$ cat config.mk
export PLATFORM = sky130hd
export DESIGN_NAME = score_text_rom_flat
export DESIGN_NICKNAME = d
export VERILOG_FILES = /design/src/rtl/score_text_rom_pkg.sv /design/src/rtl/score_text_rom_if.sv /design/src/rtl/score_text_rom_bin2bcd_seq.sv /design/src/rtl/score_text_rom.sv /design/src/flat_wrapper.sv
export SDC_FILE = /design/constraint.sdc
export NUM_CORES = 1
export LEC_CHECK = 0
export CORE_ASPECT_RATIO = 1.4
export CORE_MARGIN = 1.5
export CORE_UTILIZATION = 50
export CTS_BUF_LIST = sky130_fd_sc_hd__clkbuf_4 sky130_fd_sc_hd__clkbuf_8
export CTS_CLUSTER_SIZE = 20
export DETAILED_ROUTE_END_ITERATION = 12
export DONT_BUFFER_PORTS = 1
export SLEW_MARGIN = 0
export SYNTH_ARGS = -nofsm -noshare
export SYNTH_HDL_FRONTEND = slang
export SYNTH_SLANG_ARGS = --single-unit
$ cat constraint.sdc
create_clock -name clk -period 2.8 [get_ports clk]
set_input_delay 0.56 -clock clk [delete_from_list [all_inputs] [get_ports clk]]
set_output_delay 0.56 -clock clk [all_outputs]
set_load 0.01 [all_outputs]
$ cat src/rtl/score_text_rom_pkg.sv
// -----------------------------------------------------------------------------
// score_text_pkg
// Shared constants and types for the score panel text source:
//   - ASCII codes and the two row labels
//   - screen layout (first digit column, row numbers)
//   - converter FSM state type
//   - helpers for BCD register sizing and label lookup
// -----------------------------------------------------------------------------
package score_text_pkg;

   localparam logic [7:0]  ASCII_SPACE = 8'h20;
   localparam logic [7:0]  ASCII_ZERO  = 8'h30;
   localparam logic [7:0]  ASCII_NINE  = 8'h39;

   // Seven characters each; the leftmost character sits in the top byte.
   localparam logic [55:0] LABEL_SCORE = "SCORE: ";
   localparam logic [55:0] LABEL_HI    = "HIGH:  ";

   localparam int DIGIT_COL = 7;
   localparam int ROW_SCORE = 0;
   localparam int ROW_HI    = 1;

   typedef enum logic [1:0] {
      ST_IDLE,
      ST_SHIFT,
      ST_WRITE
   } conv_state_e;

   // Nibbles the double-dabble register needs: enough for every decimal
   // digit a VALUE_W-bit number can have, and never fewer than displayed.
   function automatic int bcd_nibbles(input int value_w, input int digits);
      int need;
      need = (value_w * 302 + 999) / 1000 + 1;
      return (digits > need) ? digits : need;
   endfunction

   // Character 'col' (0..6) of a seven-character label.
   function automatic logic [7:0] label_char(input logic [55:0] label,
                                             input logic [2:0]  col);
      logic [7:0] ch;
      ch = ASCII_SPACE;
      for (int i = 0; i < 7; i++) begin
         if (col == 3'(i)) ch = label[8*(6-i) +: 8];
      end
      return ch;
   endfunction

endpackage

$ cat src/rtl/score_text_rom_if.sv
// -----------------------------------------------------------------------------
// score_text_rom_if
// Bus between the score panel text source and its users.
//   char_xy    : cell address, [7:4] row, [3:0] column   (master -> slave)
//   score_in   : current score, binary                   (master -> slave)
//   hiscore_in : high score, binary                      (master -> slave)
//   char_code  : ASCII code of the addressed cell        (slave -> master)
//   bcd_valid  : displayed values equal current inputs   (slave -> master)
// -----------------------------------------------------------------------------
interface score_text_rom_if #(
   parameter int VALUE_W = 16
);
   logic [7:0]         char_xy;
   logic [VALUE_W-1:0] score_in;
   logic [VALUE_W-1:0] hiscore_in;
   logic [7:0]         char_code;
   logic               bcd_valid;

   modport master (
      output char_xy, score_in, hiscore_in,
      input  char_code, bcd_valid
   );

   modport slave (
      input  char_xy, score_in, hiscore_in,
      output char_code, bcd_valid
   );
endinterface

$ cat src/rtl/score_text_rom_bin2bcd_seq.sv
// -----------------------------------------------------------------------------
// bin2bcd_seq
// Sequential double-dabble converter, one bit per clock.
//   clk, rst_n : clock, asynchronous active-low reset
//   i_start    : load i_value and begin a VALUE_W-step conversion
//   i_value    : binary value to convert
//   o_busy     : conversion steps in progress
//   o_done     : the final step happens on the coming edge; o_bcd/o_sat
//                are valid from the cycle after that edge until next start
//   o_bcd      : low DIGITS BCD digits of the result
//   o_sat      : result does not fit in DIGITS decimal digits
// -----------------------------------------------------------------------------
module bin2bcd_seq
   import score_text_pkg::*;
#(
   parameter int VALUE_W = 16,
   parameter int DIGITS  = 5
) (
   input  logic                clk,
   input  logic                rst_n,
   input  logic                i_start,
   input  logic [VALUE_W-1:0]  i_value,
   output logic                o_busy,
   output logic                o_done,
   output logic [4*DIGITS-1:0] o_bcd,
   output logic                o_sat
);

   localparam int BCD_N = bcd_nibbles(VALUE_W, DIGITS);
   localparam int BCD_W = 4 * BCD_N;
   localparam int CNT_W = $clog2(VALUE_W);

   logic [VALUE_W-1:0] r_bin;
   logic [BCD_W-1:0]   r_bcd;
   logic [CNT_W-1:0]   r_cnt;
   logic               r_busy;
   logic [BCD_W-1:0]   w_adj;

   // Add-3 correction on every nibble of 5 or more, ahead of the shift.
   always_comb begin
      // NOTE: default first so every path assigns w_adj and no latch forms.
      w_adj = r_bcd;
      for (int i = 0; i < BCD_N; i++) begin
         if (r_bcd[4*i +: 4] >= 4'd5) w_adj[4*i +: 4] = r_bcd[4*i +: 4] + 4'd3;
      end
   end

   // NOTE: state uses <= so every register samples pre-edge values.
   always_ff @(posedge clk or negedge rst_n) begin
      if (!rst_n) begin
         r_bin  <= '0;
         r_bcd  <= '0;
         r_cnt  <= '0;
         r_busy <= 1'b0;
      end else if (i_start) begin
         r_bin  <= i_value;
         r_bcd  <= '0;
         r_cnt  <= '0;
         r_busy <= 1'b1;
      end else if (r_busy) begin
         r_bcd <= {w_adj[BCD_W-2:0], r_bin[VALUE_W-1]};
         r_bin <= {r_bin[VALUE_W-2:0], 1'b0};
         r_cnt <= r_cnt + 1'b1;
         if (r_cnt == CNT_W'(VALUE_W - 1)) r_busy <= 1'b0;
      end
   end

   assign o_busy = r_busy;
   assign o_done = r_busy && (r_cnt == CNT_W'(VALUE_W - 1));
   assign o_bcd  = r_bcd[4*DIGITS-1:0];

   // Any nonzero digit above the displayed ones means the value overflows.
   generate
      if (BCD_N > DIGITS) begin : g_sat
         assign o_sat = |r_bcd[BCD_W-1:4*DIGITS];
      end else begin : g_nosat
         assign o_sat = 1'b0;
      end
   endgenerate

endmodule

$ cat src/rtl/score_text_rom.sv
// -----------------------------------------------------------------------------
// score_text_rom
// Text source for the score panel. Converts score and high score to decimal
// through one shared bin2bcd_seq and serves one ASCII code per cell.
//   clk, rst_n : clock, asynchronous active-low reset
//   bus        : score_text_rom_if slave
//                char_xy in, score_in in, hiscore_in in,
//                char_code out (registered, 1-cycle latency),
//                bcd_valid out (registered)
// Row 0: "SCORE: " + score digits, row 1: "HIGH:  " + high-score digits,
// everything else is a space. Leading zeros optionally blanked; values
// above 10^DIGITS-1 are shown as all nines.
// -----------------------------------------------------------------------------
module score_text_rom
   import score_text_pkg::*;
#(
   parameter int VALUE_W  = 16,
   parameter int DIGITS   = 5,
   parameter int BLANK_LZ = 1
) (
   input  logic             clk,
   input  logic             rst_n,
   score_text_rom_if.slave  bus
);

   conv_state_e          r_state;
   conv_state_e          w_state_next;
   logic                 r_sel;            // 0 = score channel, 1 = high score
   logic [VALUE_W-1:0]   r_snap0;
   logic [VALUE_W-1:0]   r_snap1;
   logic [4*DIGITS-1:0]  r_dig0;
   logic [4*DIGITS-1:0]  r_dig1;
   logic [7:0]           r_char_code;
   logic                 r_bcd_valid;

   logic                 w_score_diff;
   logic                 w_hi_diff;
   logic                 w_load_score;
   logic                 w_load_hi;
   logic                 w_write;
   logic                 w_start;
   logic [VALUE_W-1:0]   w_conv_value;
   logic                 w_conv_busy;
   logic                 w_conv_done;
   logic                 w_conv_sat;
   logic [4*DIGITS-1:0]  w_conv_bcd;
   logic [4*DIGITS-1:0]  w_new_digits;

   logic [3:0]           w_row;
   logic [3:0]           w_col;
   logic [4*DIGITS-1:0]  w_digs;
   logic [DIGITS-1:0]    w_lz;
   logic [7:0]           w_char;

   assign w_score_diff = (bus.score_in   != r_snap0);
   assign w_hi_diff    = (bus.hiscore_in != r_snap1);

   // ---------------- converter arbitration FSM ----------------
   always_ff @(posedge clk or negedge rst_n) begin
      if (!rst_n) r_state <= ST_IDLE;
      else        r_state <= w_state_next;
   end

   always_comb begin
      w_state_next = r_state;
      w_load_score = 1'b0;
      w_load_hi    = 1'b0;
      w_write      = 1'b0;
      unique case (r_state)
         ST_IDLE: begin
            // Score wins when both channels are stale.
            if (w_score_diff) begin
               w_load_score = 1'b1;
               w_state_next = ST_SHIFT;
            end else if (w_hi_diff) begin
               w_load_hi    = 1'b1;
               w_state_next = ST_SHIFT;
            end
         end
         ST_SHIFT: begin
            if (w_conv_done)       w_state_next = ST_WRITE;
            else if (!w_conv_busy) w_state_next = ST_IDLE;
         end
         ST_WRITE: begin
            w_write      = 1'b1;
            w_state_next = ST_IDLE;
         end
         default: w_state_next = ST_IDLE;
      endcase
   end

   assign w_start      = w_load_score | w_load_hi;
   assign w_conv_value = w_load_hi ? bus.hiscore_in : bus.score_in;

   bin2bcd_seq #(
      .VALUE_W (VALUE_W),
      .DIGITS  (DIGITS)
   ) u_bin2bcd (
      .clk     (clk),
      .rst_n   (rst_n),
      .i_start (w_start),
      .i_value (w_conv_value),
      .o_busy  (w_conv_busy),
      .o_done  (w_conv_done),
      .o_bcd   (w_conv_bcd),
      .o_sat   (w_conv_sat)
   );

   assign w_new_digits = w_conv_sat ? {DIGITS{4'h9}} : w_conv_bcd;

   // ---------------- snapshots, digit registers, outputs ----------------
   // NOTE: digit registers are reset too, so the panel shows 0 straight
   // out of reset instead of whatever the flops powered up with.
   always_ff @(posedge clk or negedge rst_n) begin
      if (!rst_n) begin
         r_sel       <= 1'b0;
         r_snap0     <= '0;
         r_snap1     <= '0;
         r_dig0      <= '0;
         r_dig1      <= '0;
         r_char_code <= ASCII_SPACE;
         r_bcd_valid <= 1'b0;
      end else begin
         if (w_load_score) begin
            r_snap0 <= bus.score_in;
            r_sel   <= 1'b0;
         end else if (w_load_hi) begin
            r_snap1 <= bus.hiscore_in;
            r_sel   <= 1'b1;
         end
         // Whole channel in one edge: the display never sees a half update.
         if (w_write) begin
            if (r_sel) r_dig1 <= w_new_digits;
            else       r_dig0 <= w_new_digits;
         end
         r_bcd_valid <= (r_state == ST_IDLE) && !w_score_diff && !w_hi_diff;
         r_char_code <= w_char;
      end
   end

   assign bus.char_code = r_char_code;
   assign bus.bcd_valid = r_bcd_valid;

   // ---------------- text lookup ----------------
   assign w_row  = bus.char_xy[7:4];
   assign w_col  = bus.char_xy[3:0];
   assign w_digs = (w_row == 4'(ROW_HI)) ? r_dig1 : r_dig0;

   // w_lz[k] (k = 0 is the MSD): digit k and all digits left of it are zero.
   always_comb begin : lz_scan
      logic run;
      run  = 1'b1;
      w_lz = '0;
      for (int k = 0; k < DIGITS; k++) begin
         run     = run && (w_digs[4*(DIGITS-1-k) +: 4] == 4'd0);
         w_lz[k] = run;
      end
   end

   always_comb begin
      w_char = ASCII_SPACE;
      if (w_row == 4'(ROW_SCORE) || w_row == 4'(ROW_HI)) begin
         if (w_col < 4'(DIGIT_COL)) begin
            w_char = label_char((w_row == 4'(ROW_HI)) ? LABEL_HI : LABEL_SCORE,
                                w_col[2:0]);
         end else begin
            for (int k = 0; k < DIGITS; k++) begin
               if (w_col == 4'(DIGIT_COL + k)) begin
                  // The least-significant digit is always drawn.
                  if (BLANK_LZ != 0 && w_lz[k] && k != DIGITS - 1)
                     w_char = ASCII_SPACE;
                  else
                     w_char = ASCII_ZERO + {4'd0, w_digs[4*(DIGITS-1-k) +: 4]};
               end
            end
         end
      end
   end

endmodule

$ cat src/flat_wrapper.sv
// flat-port wrapper written by rule: the top's interface ports become plain ports
module score_text_rom_flat import score_text_pkg::*;
#(
   parameter int VALUE_W  = 16,
   parameter int DIGITS   = 5,
   parameter int BLANK_LZ = 1
)
  (clk, rst_n, bus_char_xy, bus_score_in, bus_hiscore_in, bus_char_code, bus_bcd_valid);
  score_text_rom_if #(.VALUE_W(VALUE_W)) bus_i ();
  input  logic clk;
  input  logic rst_n;
  input wire logic [$bits(bus_i.char_xy)-1:0] bus_char_xy;
  input wire logic [$bits(bus_i.score_in)-1:0] bus_score_in;
  input wire logic [$bits(bus_i.hiscore_in)-1:0] bus_hiscore_in;
  output wire logic [$bits(bus_i.char_code)-1:0] bus_char_code;
  output wire logic [$bits(bus_i.bcd_valid)-1:0] bus_bcd_valid;
  assign bus_i.char_xy = bus_char_xy;
  assign bus_i.score_in = bus_score_in;
  assign bus_i.hiscore_in = bus_hiscore_in;
  assign bus_char_code = bus_i.char_code;
  assign bus_bcd_valid = bus_i.bcd_valid;
  score_text_rom #(.VALUE_W(VALUE_W), .DIGITS(DIGITS), .BLANK_LZ(BLANK_LZ)) u_core (.clk(clk), .rst_n(rst_n), .bus(bus_i));
endmodule
==> metrics <==
PostCTS Resize Cnt=0; Worst setup SP type=flop; Reg-to-Reg Start=u_core.r_snap0[9]$_DFFE_PN0P_; Crit path arrival time=2.59 ns; Area Overhead vs Synth=7.68%; status=finished with violations; fin nets=roughly 790; Max Slew Vio Count=0; fmax=around 0.44 GHz; register bit total from synthesis=128; via count=5080; number of distinct library cells after synthesis=55; top_reg_cell synth=dfrtp_1; reg2reg path depth=6; Starting Density=51.0%; violated checks=negative hold slack; clock skew=between 0.01 and 0.015 ns; global-route wire length before repair=about 24000 um; dpl hpwl=10300 um; Reg-to-Reg End=u_core.r_snap1[0]$_DFFE_PN0P_; clk_lat worst skew=0.44 ns; CTS tree=built; Clock transition at path regs=0.07 ns; CP Class=flop to flop; Max-cap violations=0; setup slack, reg-to-reg=approximately 0.53 ns; grt met2 use=38.6%; final hold viol count=roughly 130; area leader, netlist=dfrtp_1; routed len/inst=16.5 um; H-tree depth=4; number of buffers created by CTS=17; Worst VDD drop=~0.3 mV; core area=~0.013 mm^2; power per cell area=around 640 mW/mm^2; share of post-route cells with drive strength above 1=7.13%; mapped cell area=approximately 0.0065 mm^2; clk root buf=clkbuf_8; Period Utilization, post-route=81.1%; syn nets=around 800; routing usage on met3=5.66%; Worst slew margin=around 53%; average vias per placed instance=~5.7; fillcell total=approximately 1.2k; I/O Pins=51; fin area=0.00704 mm^2; final worst path period need=between 2 and 2.5 ns; Iteration-0 DRC Markers=~300; EDFF count, synth=0; Most Crowded Layer GR=met2; leakage=about 0.0032 uW; grt ovf=0; clk sinks=between 100 and 150; post-CTS setup buffer count=0; GPL Wtd Cong=around 0.86; synth top area cells=dfrtp_1 49%, nand2_1 8.8%, o21ai_0 7.1%; post-route ant nets=0; top post-synthesis cells by count=153 x nand2_1, 127 x dfrtp_1, 93 x o21ai_0, 60 x nor2_1, 39 x a21oi_1; Gate Count Post-Synth=about 750; share of the synthesized area in the top cell type=about 49%; die width=roughly 100 um; Tot Pwr=about 4500 uW; average cell area after synthesis=~8.8 um^2; I/O Buffers=0; Final TNS setup=0 ns; # DRC=0; Min Hold Slack=-0.181 ns; register area share after synthesis=between 40% and 50%; count of warnings emitted by yosys=0; Core Rows=slightly below 50; Total GRT Usage=22.6%; met1 usage=between 20% and 30%; final worst slack=about 0.53 ns; Req. time, crit path=between 3 and 4 ns; Die Area=about 0.014 mm^2; # setup viols final=0; # diodes=0; CP Max Fanout=33; Worst-Margin Slew=roughly 0.71 ns; initial antenna violation count=0; vias in the first global route=5005; Max clock buf depth=2; ys async rst share=100%; Cell Area, Placed=approximately 0.0066 mm^2; Routed WL=around 15000 um; largest net degree at the start of global routing=approximately 130; DR pass1 iterations=5; most common cell in the netlist=nand2_1; Hold WC Path Type=primary input to asynchronous set/reset pin; pre-CTS WS=between 0.2 and 0.3 ns; crit end category=flop; DIE HEIGHT=~140 um; RSZ-0062 raised after global routing=no
[kinds of logic after synthesis]
kind of cell               Yosys count  share of synthesized area, %
and+or+nand+nor                    297                          20.4
AOI/OAI and AO/OA                  176                          14.9
DFF                                128                          49.0
buffers and inverters               69                          4.31
xor gates and xnor gates            45                          6.03
muxes                               15                          2.58
adders and majority gates           14                          2.68
other                                1                        0.0574
[power by group]
part           total, uW  switching [uW]  leakage, uW  internal [uW]
Combinational        683             365      0.00141            318
Clock               1620             690     0.000218            931
Sequential          2230             186      0.00159           2050
[flip-flops by register name, indices dropped and copies added, names as in the netlist]
register,count
u_core.u_bin2bcd.r_bin,16
u_core.r_dig1,20
u_core.r_dig0,20
u_core.r_snap1,16
u_core.r_sel,1
u_core.r_snap0,16
u_core.bus.char_code,7
u_core.r_state,2
u_core.u_bin2bcd.r_cnt,4
u_core.u_bin2bcd.r_bcd,24
u_core.bus.bcd_valid,1
u_core.u_bin2bcd.o_busy,1
[worst max-delay path by stage]
| stage | end | cells past startpoint | from | slack (ns) |
|---|---|---|---|---|
| 3_5_place_dp | u_core.bus.char_code[1]$_DFF_PN0_ | 4 | bus_char_xy[5] | 0.27 |
| 5_1_grt | u_core.r_snap1[0]$_DFFE_PN0P_ | 6 | u_core.r_snap0[9]$_DFFE_PN0P_ | 0.32 |
| 6_report | u_core.r_snap1[0]$_DFFE_PN0P_ | 6 | u_core.r_snap0[9]$_DFFE_PN0P_ | 0.53 |
| 2_1_floorplan | u_core.bus.char_code[1]$_DFF_PN0_ | 5 | bus_char_xy[4] | 0.62 |
| 4_1_cts | u_core.r_snap1[0]$_DFFE_PN0P_ | 6 | u_core.r_snap0[9]$_DFFE_PN0P_ | 0.50 |
| 3_3_place_gp | u_core.bus.char_code[1]$_DFF_PN0_ | 4 | bus_char_xy[5] | 0.28 |
[final cells by class]
cell class / instances / area, um^2 / share of cell area [%]
clock buffers: 26 / 327 / 4.64
repair buffers: 6 / 70.1 / 0.996
clock inverters: 6 / 80.1 / 1.14
flip-flops and latches: 128 / 3200 / 45.5
multi-input cells: 548 / 3060 / 43.4
well taps: 153 / 191 / 2.72
inverters: 29 / 109 / 1.55
[through the flow]
stage	cells	hold slack (ns)	utilization (%)
floorplan	745	0.264	-
detailed placement	864	0.267	51.7
finish	896	-0.181	54.9
global placement	864	0.268	51.7
global route	896	-0.218	54.9
CTS	896	-0.211	54.9
[critical path, stage by stage, from the launching register on]
cell,delay [ns]
dfrtp_1,0.39
xor2_1,0.16
nor4_1,0.41
nand4_2,0.30
nor4b_4,0.33
buf_12,0.21
mux2_2,0.34
[metal layers]
metal | wire [um] | vias up
met5 | 0 | -
met4 | 539 | 0
li1 | - | 2506
met2 | 7730 | 116
met1 | 5900 | 2434
met3 | 621 | 24
[cell usage in the layout (no fill, tap or decap), types with 5 or more instances in the layout]
master    count
a211oi_1      7
nor3_1       20
o21ai_0      93
clkbuf_8     21
nand2_1     153
mux2i_1       9
nor2b_1       7
nor2_1       60
mux2_2        5
ha_1         14
clkbuf_4      5
a21oi_1      39
nand2b_1     11
xnor2_1       8
xor2_1       37
nor4_1       16
nand3_1      10
dfrtp_1     127
o22ai_1       5
inv_1        28
a31oi_1      18
Power figures use the tool's default switching activity.
